==> src/rtl/knight_sprite_addr_gen_if.sv <==
// Scan-side bundle for the knight sprite address generator: VGA scan
// position, knight placement/animation controls in, sprite ROM
// addressing out. The address generator is the slave; the scan/game
// logic that drives it is the master.
interface knight_sprite_addr_gen_if;
    logic       vsync;
    logic [9:0] DrawX;
    logic [9:0] DrawY;
    logic       blank;
    logic [9:0] knight_x;
    logic [9:0] knight_y;
    logic       facing_left;
    logic       walking;
    logic [11:0] rom_address;
    logic [1:0]  frame_sel;
    logic        in_sprite;
    logic        blank_d;

    modport master (
        output vsync, DrawX, DrawY, blank, knight_x, knight_y, facing_left, walking,
        input  rom_address, frame_sel, in_sprite, blank_d
    );

    modport slave (
        input  vsync, DrawX, DrawY, blank, knight_x, knight_y, facing_left, walking,
        output rom_address, frame_sel, in_sprite, blank_d
    );
endinterface

==> src/rtl/knight_sprite_addr_gen.sv <==
// Knight sprite address generator. Latches the knight position/facing on
// each vsync falling edge so a frame never tears, advances the walk
// animation every FRAME_DIV frames, and turns the scan coordinates into a
// per-pixel sprite ROM address through a two-stage pipeline.
module knight_sprite_addr_gen #(
    parameter int SPR_W      = 50,
    parameter int SPR_H      = 64,
    parameter int NUM_FRAMES = 4,
    parameter int FRAME_DIV  = 6
) (
    input  logic                   vga_clk,
    input  logic                   reset_n,
    knight_sprite_addr_gen_if.slave bus
);
    localparam int ADDR_W = 12;
    localparam int FSEL_W = 2;
    localparam int COL_W  = (SPR_W > 1) ? $clog2(SPR_W) : 1;
    localparam int ROW_W  = (SPR_H > 1) ? $clog2(SPR_H) : 1;
    localparam int TICK_W = (FRAME_DIV > 1) ? $clog2(FRAME_DIV) : 1;

    // Frame boundary detection and latched (tear-free) placement
    logic              vs_q;
    logic              frame_tick;
    logic [9:0]        lx;
    logic [9:0]        ly;
    logic              lf;
    logic [TICK_W-1:0] tick;
    logic [FSEL_W-1:0] frame_sel_q;

    // Pipeline stage 1
    logic [COL_W-1:0]  col_q;
    logic [ROW_W-1:0]  row_q;
    logic              hit1;
    logic              blank1;

    // Hit test is done at 11 bits so a sprite near the right/bottom edge
    // is clipped rather than wrapping around to column/row 0.
    logic [10:0]       x_end;
    logic [10:0]       y_end;
    logic              hit;
    logic [COL_W-1:0]  col_fwd;
    logic [COL_W-1:0]  col_next;

    assign frame_tick = vs_q & ~bus.vsync;
    assign x_end      = {1'b0, lx} + 11'(SPR_W);
    assign y_end      = {1'b0, ly} + 11'(SPR_H);
    assign hit        = (bus.DrawX >= lx) && ({1'b0, bus.DrawX} < x_end) &&
                        (bus.DrawY >= ly) && ({1'b0, bus.DrawY} < y_end);
    // Column offsets only matter on a hit, where they are < SPR_W and the
    // truncation to COL_W bits is lossless.
    assign col_fwd    = COL_W'(bus.DrawX - lx);
    assign col_next   = lf ? (COL_W'(SPR_W - 1) - col_fwd) : col_fwd;

    // Frame-boundary state: vsync edge register, latched placement and
    // the walk-animation divider/frame counter.
    // NOTE: every flop here uses <= so all of them see the pre-edge values
    // of each other; a blocking = would let frame_tick logic read updates
    // made earlier in the same edge.
    always_ff @(posedge vga_clk or negedge reset_n) begin
        if (!reset_n) begin
            vs_q        <= 1'b1;
            lx          <= '0;
            ly          <= '0;
            lf          <= 1'b0;
            tick        <= '0;
            frame_sel_q <= '0;
        end else begin
            vs_q <= bus.vsync;
            if (frame_tick) begin
                lx <= bus.knight_x;
                ly <= bus.knight_y;
                lf <= bus.facing_left;
                if (!bus.walking) begin
                    tick        <= '0;
                    frame_sel_q <= '0;
                end else if (tick == TICK_W'(FRAME_DIV - 1)) begin
                    tick        <= '0;
                    frame_sel_q <= (frame_sel_q == FSEL_W'(NUM_FRAMES - 1)) ?
                                   '0 : frame_sel_q + 1'b1;
                end else begin
                    tick <= tick + 1'b1;
                end
            end
        end
    end

    // Stage 1: sprite-relative row/column, hit flag and blank alignment.
    // NOTE: the pipeline registers are reset too; they are few flops and
    // this keeps in_sprite/blank_d from showing stale data after reset.
    always_ff @(posedge vga_clk or negedge reset_n) begin
        if (!reset_n) begin
            col_q  <= '0;
            row_q  <= '0;
            hit1   <= 1'b0;
            blank1 <= 1'b0;
        end else begin
            col_q  <= col_next;
            row_q  <= ROW_W'(bus.DrawY - ly);
            hit1   <= hit;
            blank1 <= bus.blank;
        end
    end

    // Stage 2: linear ROM address (zero outside the sprite box).
    always_ff @(posedge vga_clk or negedge reset_n) begin
        if (!reset_n) begin
            bus.rom_address <= '0;
            bus.in_sprite   <= 1'b0;
            bus.blank_d     <= 1'b0;
        end else begin
            bus.rom_address <= hit1 ? (ADDR_W'(row_q) * ADDR_W'(SPR_W) + ADDR_W'(col_q)) : '0;
            bus.in_sprite   <= hit1;
            bus.blank_d     <= blank1;
        end
    end

    assign bus.frame_sel = frame_sel_q;
endmodule

==> src/flat_wrapper.sv <==
// flat-port wrapper written by rule: the top's interface ports become plain ports
module knight_sprite_addr_gen_flat 
#(
    parameter int SPR_W      = 50,
    parameter int SPR_H      = 64,
    parameter int NUM_FRAMES = 4,
    parameter int FRAME_DIV  = 6
)
  (vga_clk, reset_n, bus_vsync, bus_DrawX, bus_DrawY, bus_blank, bus_knight_x, bus_knight_y, bus_facing_left, bus_walking, bus_rom_address, bus_frame_sel, bus_in_sprite, bus_blank_d);
  knight_sprite_addr_gen_if bus_i ();
  input  logic vga_clk;
  input  logic reset_n;
  input wire logic [$bits(bus_i.vsync)-1:0] bus_vsync;
  input wire logic [$bits(bus_i.DrawX)-1:0] bus_DrawX;
  input wire logic [$bits(bus_i.DrawY)-1:0] bus_DrawY;
  input wire logic [$bits(bus_i.blank)-1:0] bus_blank;
  input wire logic [$bits(bus_i.knight_x)-1:0] bus_knight_x;
  input wire logic [$bits(bus_i.knight_y)-1:0] bus_knight_y;
  input wire logic [$bits(bus_i.facing_left)-1:0] bus_facing_left;
  input wire logic [$bits(bus_i.walking)-1:0] bus_walking;
  output wire logic [$bits(bus_i.rom_address)-1:0] bus_rom_address;
  output wire logic [$bits(bus_i.frame_sel)-1:0] bus_frame_sel;
  output wire logic [$bits(bus_i.in_sprite)-1:0] bus_in_sprite;
  output wire logic [$bits(bus_i.blank_d)-1:0] bus_blank_d;
  assign bus_i.vsync = bus_vsync;
  assign bus_i.DrawX = bus_DrawX;
  assign bus_i.DrawY = bus_DrawY;
  assign bus_i.blank = bus_blank;
  assign bus_i.knight_x = bus_knight_x;
  assign bus_i.knight_y = bus_knight_y;
  assign bus_i.facing_left = bus_facing_left;
  assign bus_i.walking = bus_walking;
  assign bus_rom_address = bus_i.rom_address;
  assign bus_frame_sel = bus_i.frame_sel;
  assign bus_in_sprite = bus_i.in_sprite;
  assign bus_blank_d = bus_i.blank_d;
  knight_sprite_addr_gen #(.SPR_W(SPR_W), .SPR_H(SPR_H), .NUM_FRAMES(NUM_FRAMES), .FRAME_DIV(FRAME_DIV)) u_core (.vga_clk(vga_clk), .reset_n(reset_n), .bus(bus_i));
endmodule
==> config.mk <==
export PLATFORM = sky130hd
export DESIGN_NAME = knight_sprite_addr_gen_flat
export DESIGN_NICKNAME = d
export VERILOG_FILES = /design/src/rtl/knight_sprite_addr_gen_if.sv /design/src/rtl/knight_sprite_addr_gen.sv /design/src/flat_wrapper.sv
export SDC_FILE = /design/constraint.sdc
export NUM_CORES = 1
export LEC_CHECK = 0
export ABC_AREA = 1
export BUFFER_PORTS_ARGS = -buffer_cell sky130_fd_sc_hd__buf_2
export CAP_MARGIN = 20
export CORE_ASPECT_RATIO = 1.25
export CORE_UTILIZATION = 30
export DETAILED_ROUTE_END_ITERATION = 8
export PLACE_DENSITY_LB_ADDON = 0.12
export SLEW_MARGIN = 20
export SYNTH_ARGS = -nofsm -noshare
export SYNTH_HDL_FRONTEND = slang
export SYNTH_SLANG_ARGS = --single-unit
==> constraint.sdc <==
create_clock -name vga_clk -period 4.2 [get_ports vga_clk]
set_input_delay 1.26 -clock vga_clk [delete_from_list [all_inputs] [get_ports vga_clk]]
set_output_delay 1.26 -clock vga_clk [all_outputs]
set_load 0.005 [all_outputs]
* Word-level counts from Yosys, hierarchy flattened *
Index checks and enable logic that the tools add are counted.

word-level totals
  bits in registers = 55
  output and inout bits = 16
  input port bits = 46
  memories = 0
  word-level logic and storage cells = 42
  bits in latches = 0
  memory bits (writable) = 0
  memory bits (read-only) = 0

operators by class
  eq/ne operators = 3
  multipliers = 1
  reductions and logical operators = 4
  muxes and demuxes = 7
  div/mod/pow operators = 0
  add/sub/neg operators = 8
  magnitude comparators = 4
  shift operators = 0
  bitwise logic cells = 2

operators by type and width
  cell                   count
  $lt 10x11->1           2
  $ge 10x10->1           2
  $add 12x6->12          1
  $mux 12                1
  $sub 6x6->6            2
  $add 10x6->11 const B  1
  $add 10x7->11 const B  1
  $mul 6x5->11 const B   1
  $mux 2                 3
  $mux 3                 2
  $mux 6                 1
  $sub 6x6->6 const A    1
  $add 3x1->3 const B    1
  $eq 3x3->1 const B     1
  $logic_and 1x1->1      3
  $add 2x1->2 const B    1
  $eq 2x2->1 const B     1
  $ne 2x1->1 const B     1
  $reduce_and 2->1       1
  $and 1x1->1            1
  $not 1->1              1

* Logic depth before layout (Yosys ltp) *
Gate-level depths: netlist of the first run.

  depth after elaboration = 5
  mapped depth = 16
  depth with buffers taken out = 16

* Least setup slack after synthesis of the first run *
OpenSTA, ideal clock, no wires.

  path type = input to register
  start point = in bus_DrawX[0]
  end point = reg u_core.col_q[3]
  buffers on the path = 0
  path slack = 1.510 ns
  required time = 4.064 ns
  setup time = 0.136 ns
  cell stages on the path = 10
  arrival time = 2.554 ns
  path through = inv_1 -> ha_1 -> inv_1 -> fa_1 -> xor2_1 -> inv_1 -> ha_1 -> inv_1 -> nand2_1 -> xor2_1

between the ends
  word-level cells in the longest chain between the ends = 3

RTL lines
  element                 RTL line                      RTL
  start: declaration      flat_wrapper.sv:14            input wire logic [$bits(bus_i.DrawX)-1:0] bus_DrawX;
  $sub 6x6->6 *           knight_sprite_addr_gen.sv:51  assign col_fwd = COL_W'(bus.DrawX - lx);
  $sub 6x6->6             knight_sprite_addr_gen.sv:52  assign col_next = lf ? (COL_W'(SPR_W - 1) - col_fwd) : col_fwd;
  $mux 6 *                knight_sprite_addr_gen.sv:52
  via u_core.col_next[3]  knight_sprite_addr_gen.sv:42  logic [COL_W-1:0] col_next;
  end signal: assignment  knight_sprite_addr_gen.sv:97  col_q <= col_next;
  end: declaration        knight_sprite_addr_gen.sv:31  logic [COL_W-1:0] col_q;

Mark *: on every way through the listed nets, which the timed path passes. The rest lies on a longest branch.
A chain may end at the register's enable or synchronous reset.

* Final worst setup path of the first run *
  start point = reg u_core.row_q[1]
  end point = reg u_core.bus.rom_address[10]

between the ends
  word-level cells in the longest chain between the ends = 3

RTL lines
  element                   RTL line                         RTL
  start: declaration        knight_sprite_addr_gen.sv:32     logic [ROW_W-1:0] row_q;
  start signal: assignment  knight_sprite_addr_gen.sv:98     row_q <= ROW_W'(bus.DrawY - ly);
  $mul 6x5->11              knight_sprite_addr_gen.sv:111    bus.rom_address <= hit1 ? (ADDR_W'(row_q) * ADDR_W'(SPR_W) + ADDR_W'(col_q)) : '0;
  $add 12x6->12             knight_sprite_addr_gen.sv:111
  $mux 12                   knight_sprite_addr_gen.sv:111
  end signal: assignment    knight_sprite_addr_gen.sv:111
  end: declaration          knight_sprite_addr_gen_if.sv:26  output rom_address, frame_sel, in_sprite, blank_d

No other way between the ends.

==> impl_metrics.env, run 1 <==
export IMPL_wl_mm=8.22
export IMPL_die_w_microns=105
export IMPL_synth_top_area_share_pct=33.8
export IMPL_drive_above_1_share_pct=15.2
export IMPL_synth_area_leaders="dfrtp_1 (34%), ha_1 (20%), nand2_1 (12%), inv_1 (7.8%), a21oi_1 (4.0%)"
export IMPL_status="finished clean"
export IMPL_numCtsBuffers=5
export IMPL_ir_drop_mv=0.267
export IMPL_drv_slew=0
export IMPL_final_common_cell="nand2_1"
export IMPL_numPlacedInstances=726
export IMPL_fin_cells=734
export IMPL_wl_per_cell_microns=11.2
export IMPL_crit_fanout=4
export IMPL_finalSetupViolations=0
export IMPL_diodes=0
export IMPL_ctsHoldBuffers=0
export IMPL_place_congestion=0.808
export IMPL_syn_area_per_cell_sq_um=7.98
export IMPL_numPortBuffers=61
export IMPL_cap_violations=0
export IMPL_slew_headroom_pct=46.8
export IMPL_crit_type="flip-flop to flip-flop"
export IMPL_syn_cell_area_sq_mm=0.00400
export IMPL_fin_worst_skew_ns=0.00828
export IMPL_ys_warnings_count=0
export IMPL_initial_utilization_pct=31.1
export IMPL_insertion_delay_ns=0.30
export IMPL_hold_slack_ns=0.353
export IMPL_synth_cells=501
export IMPL_max_slew_worst_pin_slew_ns=0.799
export IMPL_rows=46
export IMPL_dr_pass1_iters=4
export IMPL_core_sq_mm=0.0128
export IMPL_period_needed_ns=2.83
export IMPL_drcViolationCount=0
export IMPL_async_reset_ff_share_pct=100
export IMPL_pin_count=62
export IMPL_grt_usage_pct=13.0
export IMPL_clk_root_buffer_cell="clkbuf_16"
export IMPL_drtAntennaViolNets=0
export IMPL_grt_max_degree=42
export IMPL_clk_pin_slew_ns=0.08
export IMPL_nets=679
export IMPL_synth_flop_cell="dfrtp_1"
export IMPL_cts_htree_levels=2
export IMPL_dpl_hpwl_mm=6.68
export IMPL_period_share_pct=67.5
export IMPL_synth_cell_types=27
export IMPL_rsz0062_at_grt="false"
export IMPL_powerDensity_mw_per_mm2=592
export IMPL_area_delta_synth_final_pct=16.2
export IMPL_cp_end_kind="flip-flop"
export IMPL_cp_start_kind="flip-flop"
export IMPL_grt_pass1_wl_mm=14.4
export IMPL_timing_setup_tns_ns=0
export IMPL_dr_total_vias=3253
export IMPL_cts_sinks=55
export IMPL_synth_edf_count=0
export IMPL_max_freq_mhz=353
export IMPL_synth_top_cell_by_area="dfrtp_1"
export IMPL_fp_dieH_microns=131
export IMPL_via_per_inst=4.43
export IMPL_grt_overflow_total=0
export IMPL_mostFrequentLayoutCells="nand2_1 (132), inv_1 (83), ha_1 (64), buf_2 (61), dfrtp_1 (54)"
export IMPL_drt_iter0_markers=133
export IMPL_crit_arrival_ns=3.02
export IMPL_ctsLongestPathBuffers=2
export IMPL_cts_resized=0
export IMPL_worst_slack_ns=1.37
export IMPL_p_total_mw=2.75
export IMPL_tritoncts="done"
export IMPL_hp_class="flip-flop to flip-flop"
export IMPL_antenna_found_initial=0
export IMPL_post_cts_buffers=0
export IMPL_grt_pass1_vias=3185
export IMPL_worstPathRequired_ns=4.39
export IMPL_synth_seq_cells=55
export IMPL_ys_seq_area_share_pct=34.5
export IMPL_place_ws_ns=1.29
export IMPL_die_area_sq_mm=0.0138
export IMPL_p_leak_nw=2.55
export IMPL_syn_nets=615
export IMPL_hold_violations=0
[kinds of logic after synthesis]
family	synth area share, %
compound gates	8.08
buf+inv	8.70
fa+ha+maj	22.0
xor+xnor	4.82
simple gates	21.9
flops	34.5
[worst max-delay path, stage by stage, from the launching register on]
cell,delay [ns]
dfrtp_1,0.45
ha_1,0.32
ha_1,0.30
ha_1,0.30
inv_1,0.06
fa_1,0.45
xnor2_1,0.22
nand2_2,0.12
nor2_2,0.13
nand2_1,0.06
o21ai_0,0.11
nand3_1,0.10
nand2_1,0.07
nor2_1,0.04
[layout make-up]
cell class,instances,area (sq um)
tap,168,210
clock inverter,3,22.5
inverter,84,315
clock buffer,5,125
fill,1363,8190
sequential,55,1380
timing repair buffer,63,320
multi-input combinational,356,2270
[power breakdown]
part | total [mW] | switching, mW | internal (mW)
combinational | 1.60 | 0.965 | 0.636
sequential | 0.713 | 0.0766 | 0.636
clock | 0.433 | 0.208 | 0.225
[layer usage]
metal | GRT usage [%] | vias to the layer above | share of wire [%]
li1 | - | 1728 | -
met1 | 15.2 | 1465 | 44
met2 | 24.5 | 54 | 51
met3 | 2.08 | 6 | 3.1
met4 | 3.73 | 0 | 1.3
met5 | 0 | - | 0
[metrics by stage]
step	utilization (%)	area, sq um
after floorplan	-	4000
after global placement	35.0	4500
after detailed placement	35.0	4500
after CTS	36.2	4640
after global routing	36.2	4640
final	36.2	4640
[Yosys cell counts, drive strengths merged, types with 2 or more instances]
cell type / number
o21ai: 26
inv: 84
dfrtp: 54
nor2: 26
nand4: 12
ha: 64
nand3: 26
a21oi: 35
clkbuf: 6
xnor2: 12
xor2: 10
or2: 2
fa: 4
nand2: 135
[registers in the layout (all words and copies together), names as in the netlist]
signal and count:
u_core.lf 1, u_core.row_q 6, u_core.tick 3, u_core.vs_q 1, u_core.ly 10, u_core.col_q 6
u_core.lx 10, u_core.hit1 1, u_core.blank1 1, u_core.bus.in_sprite 1, u_core.bus.rom_address 12, u_core.bus.frame_sel 2
u_core.bus.blank_d 1
[final timing paths]
kind / from / slack (ns) / cells past startpoint / to
worst max-delay path: u_core.row_q[1] / 1.37 / 13 / u_core.bus.rom_address[10]
worst min-delay path: u_core.blank1 / 0.35 / 0 / u_core.bus.blank_d
worst max register to register: u_core.row_q[1] / 1.37 / 13 / u_core.bus.rom_address[10]
worst min register to register: u_core.blank1 / 0.35 / 0 / u_core.bus.blank_d
max in group asynchronous: reset_n / 2.34 / 2 / u_core.ly[0]
min in group asynchronous: reset_n / 1.05 / 1 / u_core.bus.rom_address[11]
(Power assumes the default switching activity.)
==> run 2: changes to the inputs <==
- clock period: 4.2 -> 2.28 ns (I/O delays scaled with it)
==> run 2 against run 1 <==
Net effect: the run now ends with negative setup slack left; via count up 3.5%; sequential share of layout area is 2.5 points lower; clock skew down 0.0034 ns; critical path depth fell by 1; fmax increased by 13%; wire length increased by 4.1%; first-iteration DRC count is 61% lower; register-to-register slack worse by 1.6 ns; clock power is 87% higher; total power increased by 140%; critical path type unchanged.
==> impl_metrics.env, run 2 (same netlist as run 1, synthesis figures left out) <==
export IMPL_status="finished with violations"
export IMPL_violations="negative setup slack"
export IMPL_pin_count=62
export IMPL_nets=704
export IMPL_max_slew_worst_pin_slew_ns=0.571
export IMPL_insertion_delay_ns=0.30
export IMPL_ir_drop_mv=0.751
export IMPL_antenna_found_initial=0
export IMPL_core_sq_mm=0.0128
export IMPL_p_leak_nw=2.68
export IMPL_fillers=1341
export IMPL_p_sw_mw=2.82
export IMPL_ctsHoldBuffers=0
export IMPL_numPortBuffers=61
export IMPL_largest_register="u_core.bus.rom_address"
export IMPL_grt_pass1_wl_mm=15.0
export IMPL_cp_end_kind="flip-flop"
export IMPL_final_common_cell="nand2_1"
export IMPL_powerDensity_mw_per_mm2=1290
export IMPL_ctsLongestPathBuffers=2
export IMPL_drive_above_1_share_pct=23.5
export IMPL_grt_usage_pct=13.5
export IMPL_reg_top3="u_core.bus.rom_address (12), u_core.lx (10), u_core.ly (10)"
export IMPL_cts_htree_levels=2
export IMPL_rsz0062_at_grt="true"
export IMPL_tritoncts="done"
export IMPL_wl_mm=8.55
export IMPL_cp_start_kind="flip-flop"
export IMPL_dpl_hpwl_mm=6.84
export IMPL_crit_fanout=3
export IMPL_crit_type="flip-flop to flip-flop"
export IMPL_via_per_inst=4.44
export IMPL_internal_power_mw=3.72
export IMPL_hold_violations=0
export IMPL_cts_sinks=55
export IMPL_dr_total_vias=3367
export IMPL_worstPathRequired_ns=2.47
export IMPL_drv_slew=0
export IMPL_comb_power_share_pct=67.8
export IMPL_die_area_sq_mm=0.0138
export IMPL_p_total_mw=6.54
export IMPL_area_delta_synth_final_pct=26.8
export IMPL_worst_slack_ns=-0.219
export IMPL_period_share_pct=110
export IMPL_slew_headroom_pct=61.9
export IMPL_fp_dieH_microns=131
export IMPL_hp_class="flip-flop to flip-flop"
export IMPL_crit_arrival_ns=2.68
export IMPL_place_ws_ns=-0.330
export IMPL_swShare_pct=43.1
export IMPL_period_needed_ns=2.50
export IMPL_dr_pass1_iters=4
export IMPL_final_core_util_pct=39.5
export IMPL_clk_root_buffer_cell="clkbuf_16"
export IMPL_grt_overflow_total=0
export IMPL_grt_max_degree=40
export IMPL_finalSetupViolations=5
export IMPL_diodes=0
export IMPL_rows=46
export IMPL_die_w_microns=105
export IMPL_wl_per_cell_microns=11.3
export IMPL_mostFrequentLayoutCells="nand2_1 (130), inv_1 (79), buf_2 (61), dfrtp_1 (54), ha_1 (50)"
export IMPL_cap_violations=0
export IMPL_numCtsBuffers=5
export IMPL_drcViolationCount=0
export IMPL_drtAntennaViolNets=0
export IMPL_fin_worst_skew_ns=0.00485
export IMPL_power_share_clock_pct=12.4
export IMPL_max_freq_mhz=400
export IMPL_place_congestion=0.835
export IMPL_largest_register_ffs=12
export IMPL_clk_pin_slew_ns=0.08
export IMPL_timing_setup_tns_ns=-0.783
export IMPL_seqPwrFrac_pct=19.8
export IMPL_grt_pass1_vias=3441
export IMPL_initial_utilization_pct=31.1
export IMPL_drt_iter0_markers=52
==> run 2: power by group through the flow <==
stage / clock (mW) / combinational [mW] / sequential, mW
floorplan: 0 / 2.50 / 1.30
global placement: 0 / 3.55 / 1.31
detailed placement: 0 / 3.56 / 1.31
CTS: 0.852 / 4.00 / 1.30
global route: 0.885 / 4.95 / 1.33
finish: 0.811 / 4.43 / 1.30
==> run 2: path summary, 6_finish.rpt <==
kind | startpoint | slack (ns) | depth (start not counted) | endpoint
max | u_core.row_q[2] | -0.22 | 12 | u_core.bus.rom_address[10]
min | u_core.blank1 | 0.35 | 0 | u_core.bus.blank_d
max reg2reg | u_core.row_q[2] | -0.22 | 12 | u_core.bus.rom_address[10]
min reg2reg | u_core.blank1 | 0.35 | 0 | u_core.bus.blank_d
max in group asynchronous | reset_n | 1.34 | 2 | u_core.row_q[0]
min in group asynchronous | reset_n | 0.38 | 1 | u_core.bus.rom_address[8]
==> run 2: stage by stage <==
| step | instances | cell area, sq um | hold slack, ns |
|---|---|---|---|
| final | 759 | 5070 | 0.353 |
| after floorplan | 501 | 4020 | 0.331 |
| after global placement | 745 | 4670 | 0.336 |
| after CTS | 757 | 4970 | 0.356 |
| after global routing | 759 | 5070 | 0.372 |
| after detailed placement | 745 | 4670 | 0.337 |
==> run 2: worst max-delay path, cell delays in order (launching register included) <==
cell and delay (ns):
dfrtp_1 0.43, ha_4 0.29, ha_4 0.20, ha_4 0.27, inv_2 0.04, fa_2 0.38
xnor2_2 0.21, nand2_4 0.10, buf_6 0.13, o21ai_2 0.14, nand3_1 0.09, nand2_1 0.06
nor2_1 0.04
==> run 2: final cells by class <==
class,count,area (sq um),share of cell area [%]
clock buffers,5,125,2.47
clock inverters,3,28.8,0.568
flip-flops and latches,55,1380,27.2
inverters,84,315,6.22
well taps,168,210,4.15
multi-input cells,356,2490,49.1
repair buffers,88,524,10.3
==> run 2: what timing repair did <==
action                                 CTS  global route
setup buffers                            4             2
setup endpoints to repair                5             6
pin swaps                               11             6
gates resized for setup                 15            15
endpoints found under the hold margin    0             0
==> run 2: metal layers <==
layer / GRT usage, % / share of wire, %
met4: 4.56 / 1.6
met2: 26.1 / 52
met1: 15.0 / 43
met3: 2.13 / 2.7
met5: 0 / 0
